`config.mk`:
```
export PLATFORM = sky130hd
export DESIGN_NAME = acc_seq_ctrl_flat
export DESIGN_NICKNAME = d
export VERILOG_FILES = /design/src/rtl/acc_seq_ctrl_if.sv /design/src/rtl/acc_seq_ctrl.sv /design/src/flat_wrapper.sv
export SDC_FILE = /design/constraint.sdc
export NUM_CORES = 1
export LEC_CHECK = 0
export BUFFER_PORTS_ARGS = -buffer_cell sky130_fd_sc_hd__buf_2
export CORE_MARGIN = 5
export CORE_UTILIZATION = 55
export DETAILED_ROUTE_END_ITERATION = 10
export GPL_TIMING_DRIVEN = 1
export PLACE_DENSITY = 0.88
export SYNTH_ARGS = -nofsm -noshare
export SYNTH_HDL_FRONTEND = slang
export SYNTH_SLANG_ARGS = --single-unit
```
`constraint.sdc`:
```
create_clock -name clk -period 2.18 [get_ports clk]
set_input_delay 0.436 -clock clk [delete_from_list [all_inputs] [get_ports clk]]
set_output_delay 0.436 -clock clk [all_outputs]
set_load 0.02 [all_outputs]
```
`src/rtl/acc_seq_ctrl_if.sv`:
```
// Control/status bundle between the accumulator sequencer
// and the decoder, ALU and accumulator pair around it.
interface acc_seq_ctrl_if;
  logic       start;
  logic       op;
  logic       operand_zero;
  logic       acc_low_lsb;
  logic       acc_high_msb;
  logic       alu_carry;
  logic       busy;
  logic       done;
  logic       div_err;
  logic       alu_sub;
  logic       acc_in_select;
  logic [1:0] acc_high_select;
  logic [1:0] acc_low_select;
  logic       fill_value;
  logic       acc_high_reset_p;
  logic       acc_rd_en;

  modport master (
    output start,
    output op,
    output operand_zero,
    output acc_low_lsb,
    output acc_high_msb,
    output alu_carry,
    input  busy,
    input  done,
    input  div_err,
    input  alu_sub,
    input  acc_in_select,
    input  acc_high_select,
    input  acc_low_select,
    input  fill_value,
    input  acc_high_reset_p,
    input  acc_rd_en
  );

  modport slave (
    input  start,
    input  op,
    input  operand_zero,
    input  acc_low_lsb,
    input  acc_high_msb,
    input  alu_carry,
    output busy,
    output done,
    output div_err,
    output alu_sub,
    output acc_in_select,
    output acc_high_select,
    output acc_low_select,
    output fill_value,
    output acc_high_reset_p,
    output acc_rd_en
  );
endinterface

```
`src/rtl/acc_seq_ctrl.sv`:
```
// Accumulator sequencer: shift-add multiply and restoring
// divide by steering the accumulator pair select codes.
module acc_seq_ctrl #(
  parameter int WIDTH = 4,
  parameter int CNT_W = 3
) (
  input  logic          clk,
  input  logic          reset_n,
  acc_seq_ctrl_if.slave ctl
);

  localparam logic [3:0] IDLE    = 4'd0;
  localparam logic [3:0] LOAD_H  = 4'd1;
  localparam logic [3:0] XFER    = 4'd2;
  localparam logic [3:0] CLR_H   = 4'd3;
  localparam logic [3:0] M_ADD   = 4'd4;
  localparam logic [3:0] M_SHIFT = 4'd5;
  localparam logic [3:0] D_SHIFT = 4'd6;
  localparam logic [3:0] D_SUB   = 4'd7;
  localparam logic [3:0] D_FIX   = 4'd8;
  localparam logic [3:0] DONE    = 4'd9;

  localparam logic [1:0] SEL_IDLE = 2'b00;
  localparam logic [1:0] SEL_SHR  = 2'b01;
  localparam logic [1:0] SEL_SHL  = 2'b10;
  localparam logic [1:0] SEL_LOAD = 2'b11;

  localparam logic [CNT_W-1:0] LAST = CNT_W'(WIDTH - 1);

  logic [3:0]       state;
  logic [CNT_W-1:0] cnt;
  logic             c_reg;
  logic             ext;
  logic             q_reg;
  logic             op_reg;
  logic             err_reg;

  logic             q;
  logic             last;

  logic             busy;
  logic             done;
  logic             div_err;
  logic             alu_sub;
  logic             in_sel;
  logic [1:0]       hsel;
  logic [1:0]       lsel;
  logic             fill;
  logic             hrst;
  logic             rd_en;

  // Restore is skipped when the shifted-out bit already
  // makes the partial remainder exceed the divisor.
  assign q    = ext | ~ctl.alu_carry;
  assign last = (cnt == LAST);

  always_ff @(posedge clk or negedge reset_n) begin
    if (!reset_n) begin
      state   <= IDLE;
      cnt     <= '0;
      c_reg   <= 1'b0;
      ext     <= 1'b0;
      q_reg   <= 1'b0;
      op_reg  <= 1'b0;
      err_reg <= 1'b0;
    end else begin
      unique case (state)
        IDLE: begin
          if (ctl.start) begin
            op_reg <= ctl.op;
            if (ctl.op && ctl.operand_zero) begin
              err_reg <= 1'b1;
              state   <= DONE;
            end else begin
              err_reg <= 1'b0;
              state   <= LOAD_H;
            end
          end
        end
        LOAD_H: state <= XFER;
        XFER:   state <= CLR_H;
        CLR_H: begin
          cnt   <= '0;
          c_reg <= 1'b0;
          q_reg <= 1'b0;
          state <= op_reg ? D_SHIFT : M_ADD;
        end
        M_ADD: begin
          c_reg <= ctl.acc_low_lsb & ctl.alu_carry;
          state <= M_SHIFT;
        end
        M_SHIFT: begin
          cnt   <= cnt + CNT_W'(1);
          state <= last ? DONE : M_ADD;
        end
        D_SHIFT: begin
          ext   <= ctl.acc_high_msb;
          state <= D_SUB;
        end
        D_SUB: begin
          q_reg <= q;
          cnt   <= cnt + CNT_W'(1);
          state <= last ? D_FIX : D_SHIFT;
        end
        D_FIX: state <= DONE;
        DONE: begin
          err_reg <= 1'b0;
          state   <= IDLE;
        end
        default: state <= IDLE;
      endcase
    end
  end

  always_comb begin
    busy    = 1'b0;
    done    = 1'b0;
    div_err = 1'b0;
    alu_sub = 1'b0;
    in_sel  = 1'b0;
    hsel    = SEL_IDLE;
    lsel    = SEL_IDLE;
    fill    = 1'b0;
    hrst    = 1'b0;
    rd_en   = 1'b0;
    unique case (state)
      IDLE: ;
      LOAD_H: begin
        busy   = 1'b1;
        in_sel = 1'b1;
        hsel   = SEL_LOAD;
      end
      XFER: begin
        busy = 1'b1;
        lsel = SEL_LOAD;
      end
      CLR_H: begin
        busy = 1'b1;
        hrst = 1'b1;
      end
      M_ADD: begin
        busy = 1'b1;
        if (ctl.acc_low_lsb) hsel = SEL_LOAD;
      end
      M_SHIFT: begin
        busy = 1'b1;
        hsel = SEL_SHR;
        lsel = SEL_SHR;
        fill = c_reg;
      end
      D_SHIFT: begin
        busy = 1'b1;
        hsel = SEL_SHL;
        lsel = SEL_SHL;
        fill = q_reg;
      end
      D_SUB: begin
        busy    = 1'b1;
        alu_sub = 1'b1;
        if (q) hsel = SEL_LOAD;
      end
      D_FIX: begin
        busy = 1'b1;
        lsel = SEL_SHL;
        fill = q_reg;
      end
      DONE: begin
        done    = 1'b1;
        rd_en   = 1'b1;
        div_err = err_reg;
      end
      default: ;
    endcase
  end

  assign ctl.busy             = busy;
  assign ctl.done             = done;
  assign ctl.div_err          = div_err;
  assign ctl.alu_sub          = alu_sub;
  assign ctl.acc_in_select    = in_sel;
  assign ctl.acc_high_select  = hsel;
  assign ctl.acc_low_select   = lsel;
  assign ctl.fill_value       = fill;
  assign ctl.acc_high_reset_p = hrst;
  assign ctl.acc_rd_en        = rd_en;

endmodule

```
`src/flat_wrapper.sv`:
```
// flat-port wrapper written by rule: the top's interface ports become plain ports
module acc_seq_ctrl_flat 
#(
  parameter int WIDTH = 4,
  parameter int CNT_W = 3
)
  (clk, reset_n, ctl_start, ctl_op, ctl_operand_zero, ctl_acc_low_lsb, ctl_acc_high_msb, ctl_alu_carry, ctl_busy, ctl_done, ctl_div_err, ctl_alu_sub, ctl_acc_in_select, ctl_acc_high_select, ctl_acc_low_select, ctl_fill_value, ctl_acc_high_reset_p, ctl_acc_rd_en);
  acc_seq_ctrl_if ctl_i ();
  input  logic clk;
  input  logic reset_n;
  input wire logic [$bits(ctl_i.start)-1:0] ctl_start;
  input wire logic [$bits(ctl_i.op)-1:0] ctl_op;
  input wire logic [$bits(ctl_i.operand_zero)-1:0] ctl_operand_zero;
  input wire logic [$bits(ctl_i.acc_low_lsb)-1:0] ctl_acc_low_lsb;
  input wire logic [$bits(ctl_i.acc_high_msb)-1:0] ctl_acc_high_msb;
  input wire logic [$bits(ctl_i.alu_carry)-1:0] ctl_alu_carry;
  output wire logic [$bits(ctl_i.busy)-1:0] ctl_busy;
  output wire logic [$bits(ctl_i.done)-1:0] ctl_done;
  output wire logic [$bits(ctl_i.div_err)-1:0] ctl_div_err;
  output wire logic [$bits(ctl_i.alu_sub)-1:0] ctl_alu_sub;
  output wire logic [$bits(ctl_i.acc_in_select)-1:0] ctl_acc_in_select;
  output wire logic [$bits(ctl_i.acc_high_select)-1:0] ctl_acc_high_select;
  output wire logic [$bits(ctl_i.acc_low_select)-1:0] ctl_acc_low_select;
  output wire logic [$bits(ctl_i.fill_value)-1:0] ctl_fill_value;
  output wire logic [$bits(ctl_i.acc_high_reset_p)-1:0] ctl_acc_high_reset_p;
  output wire logic [$bits(ctl_i.acc_rd_en)-1:0] ctl_acc_rd_en;
  assign ctl_i.start = ctl_start;
  assign ctl_i.op = ctl_op;
  assign ctl_i.operand_zero = ctl_operand_zero;
  assign ctl_i.acc_low_lsb = ctl_acc_low_lsb;
  assign ctl_i.acc_high_msb = ctl_acc_high_msb;
  assign ctl_i.alu_carry = ctl_alu_carry;
  assign ctl_busy = ctl_i.busy;
  assign ctl_done = ctl_i.done;
  assign ctl_div_err = ctl_i.div_err;
  assign ctl_alu_sub = ctl_i.alu_sub;
  assign ctl_acc_in_select = ctl_i.acc_in_select;
  assign ctl_acc_high_select = ctl_i.acc_high_select;
  assign ctl_acc_low_select = ctl_i.acc_low_select;
  assign ctl_fill_value = ctl_i.fill_value;
  assign ctl_acc_high_reset_p = ctl_i.acc_high_reset_p;
  assign ctl_acc_rd_en = ctl_i.acc_rd_en;
  acc_seq_ctrl #(.WIDTH(WIDTH), .CNT_W(CNT_W)) u_core (.clk(clk), .reset_n(reset_n), .ctl(ctl_i));
endmodule
```
==> flow_summary.toml <==
[min_path]
hold_class = "input port to async pin"

[timing]
min_period_ps = 2070
hold_violations = 0
finalSetupViolCount = 0
slew_headroom = 0.741
fmax_mhz = 483
rsz0062_at_grt = "false"
finalMaxSlewViolations = 0
setup-tns-final_ps = 0
skew_ps = 8.44
finalCritPeriodShare = 0.949
tightestPinTransition_ps = 378

[global_routing]
grtUsageTotal = 0.166
antenna_found_initial = 0
grt_max_degree = 19
overflow = 0
grt_pass1_wl_mm = 3.13
grt_pass1_vias = 681

[pwr]
power_density_mw_per_mm2 = 1580
pwr-share-seq = 0.325
p_int_mw = 0.801
clockPowerShare = 0.124
cellLeakagePower_nw = 0.449
pwr-share-comb = 0.551
peakVddDrop_mv = 0.752
netSwitchingPower_mw = 0.700
switching_share = 0.466

[routing]
drtIter0Drc = 13
num_vias = 732
postRouteWirelength_mm = 1.76
antenna_left = 0
drc_errors = 0
first_pass_iters = 4
viasPerCell = 5.72
wire_per_inst_um = 13.8

[finish]
num-nets-final = 123
regMostFlops = "u_core.state"
largest_registers = "u_core.state (4), u_core.cnt (3)"
fin_area_um2 = 950
drive_above_1_share = 0.304
largest_register_ffs = 4
nFillCells = 126
antenna_cells = 0
syn2layout_area_growth_pct = 15.0

[synth]
synth_warnings = 0
synth-async-reset-ratio = 1.00
yosysUniqueCellTypes = 36
ys_ff_latch = 12
synth_flop_cell = "dfrtp_1"
yosysSeqAreaShare = 0.364
syn_inst = 94
synth_edf_count = 0
syn_avg_cell_area_um2 = 8.79
synth.cell_area_um2 = 826
synth_fp_nets = 104

[critical_path]
crit_required_ps = 1740
crit_arrival_ps = 1630
cp-start-kind = "register"
crit_type = "register to output port"
crit_path_end_kind = "output port"
crit_fanout = 11

[clock_tree]
cts_tree = "built"
clock-sinks = 12
clk_path_buf_depth = 2
cts_buffers = 3
path_clk_slew_ps = 90
clk_latency_ps = 290
cts.htree.levels = 1
post-cts-setup-buffers = 0
root_buffer = "clkbuf_4"

[floorplanning]
fp.dieH_um = 48.8
coreArea_mm2 = 0.00147
core.rowCount = 14
io_pins = 20
die-area_mm2 = 0.00238
dieWidth_um = 48.8
initial_core_util = 0.561

[run]
maxCapViolCount = 0

[placed_design]
place_congestion = 0.762
io_buffers = 19
place_area_um2 = 910
place.detailed.hpwl_mm = 1.27

[outcome]
outcome = "completed"
==> through the flow <==
| step | instances | hold slack (ps) | setup slack [ps] | utilization | power, mW |
|---|---|---|---|---|---|
| 6_report | 128 | 7.01 | 112 | 0.645 | 1.50 |
| 5_1_grt | 128 | 9.16 | 4.63 | 0.645 | 1.64 |
| 4_1_cts | 128 | 12.1 | 66.4 | 0.643 | 1.50 |
| 3_5_place_dp | 124 | 325 | 374 | 0.618 | 1.31 |
| 3_3_place_gp | 124 | 327 | 422 | 0.618 | 1.28 |
| 2_1_floorplan | 94 | 140 | 422 | - | 1.12 |
==> per-layer routing <==
metal	vias up	global-route usage	wire, um
li1	376	-	-
met1	346	0.215	831
met2	8	0.254	860
met3	2	0.0521	49
met4	0	0.0673	21
met5	-	0	0
==> power groups by stage <==
stage	logic (mW)	clock network (mW)	registers [mW]
after detailed placement	0.826	0	0.483
after global routing	0.924	0.206	0.508
after global placement	0.811	0	0.469
final	0.827	0.186	0.487
after floorplan	0.738	0	0.382
after CTS	0.833	0.189	0.478
==> area by class of cell <==
type	count	area, um^2	share of cell area
Clock buffer	4	36.3	0.0382
Inverter	4	15.0	0.0158
Multi-Input combinational cell	69	449	0.473
Sequential cell	12	304	0.320
Tap cell	16	20.0	0.0211
Timing Repair Buffer	23	125	0.132
==> path summary, 6_finish.rpt <==
kind / start / to / slack (ps) / cells past startpoint
worst max-delay path: u_core.state[1] / ctl_acc_low_select[1] / 110 / 4
worst min-delay path: reset_n / u_core.cnt[0] / 7 / 1
worst max register to register: u_core.state[1] / u_core.op_reg / 680 / 4
worst min register to register: u_core.cnt[0] / u_core.cnt[0] / 500 / 1
max in group asynchronous: reset_n / u_core.state[3] / 1930 / 1
min in group clk: ctl_acc_high_msb / u_core.ext / 360 / 3
==> repair_timing <==
action / 4_1_cts / 5_1_grt
endpoints found under the setup margin: 0 / 7
gates resized for setup: 0 / 3
hold buffers: 0 / 0
==> cell families after synthesis <==
kind of cell / Yosys count / share of synthesized area
mux: 3 / 0.0394
fa+ha+maj: 2 / 0.0303
flops: 12 / 0.364
compound gates: 30 / 0.242
buf+inv: 13 / 0.0924
simple gates: 33 / 0.221
xor+xnor: 1 / 0.0106
==> layout by cell type (no fill, tap or decap), types with 2 or more instances in the layout <==
master and count:
o21ai_0 8, nor2b_1 2, clkbuf_4 3, nor3_1 5, nor2_1 7, nand2_1 8, inv_1 4, nand2b_1 5
buf_4 4, a21oi_1 6, a22o_1 2, dfrtp_1 9, ha_1 2, buf_2 19, and3b_1 2, a2bb2oi_1 2
dfrtp_2 3
==> synthesized netlist by cell type (all sizes together), types with 2 or more instances <==
cell type | n | area share
mux2 | 2 | 0.027
and3b | 2 | 0.021
nor2 | 7 | 0.032
nor2b | 2 | 0.015
ha | 2 | 0.030
nand2 | 8 | 0.036
a22o | 2 | 0.021
nand2b | 5 | 0.038
a2bb2oi | 2 | 0.021
nor3 | 5 | 0.030
dfrtp | 12 | 0.36
o21ai | 9 | 0.055
a21oi | 6 | 0.036
inv | 4 | 0.018
buf | 9 | 0.074
==> worst max-delay path: stages, from the launching register on <==
cell and delay (ps):
dfrtp_1 540, buf_4 230, mux2_2 340, nor2_1 80, buf_2 160
No activity file was read; power rests on OpenSTA's default activity.
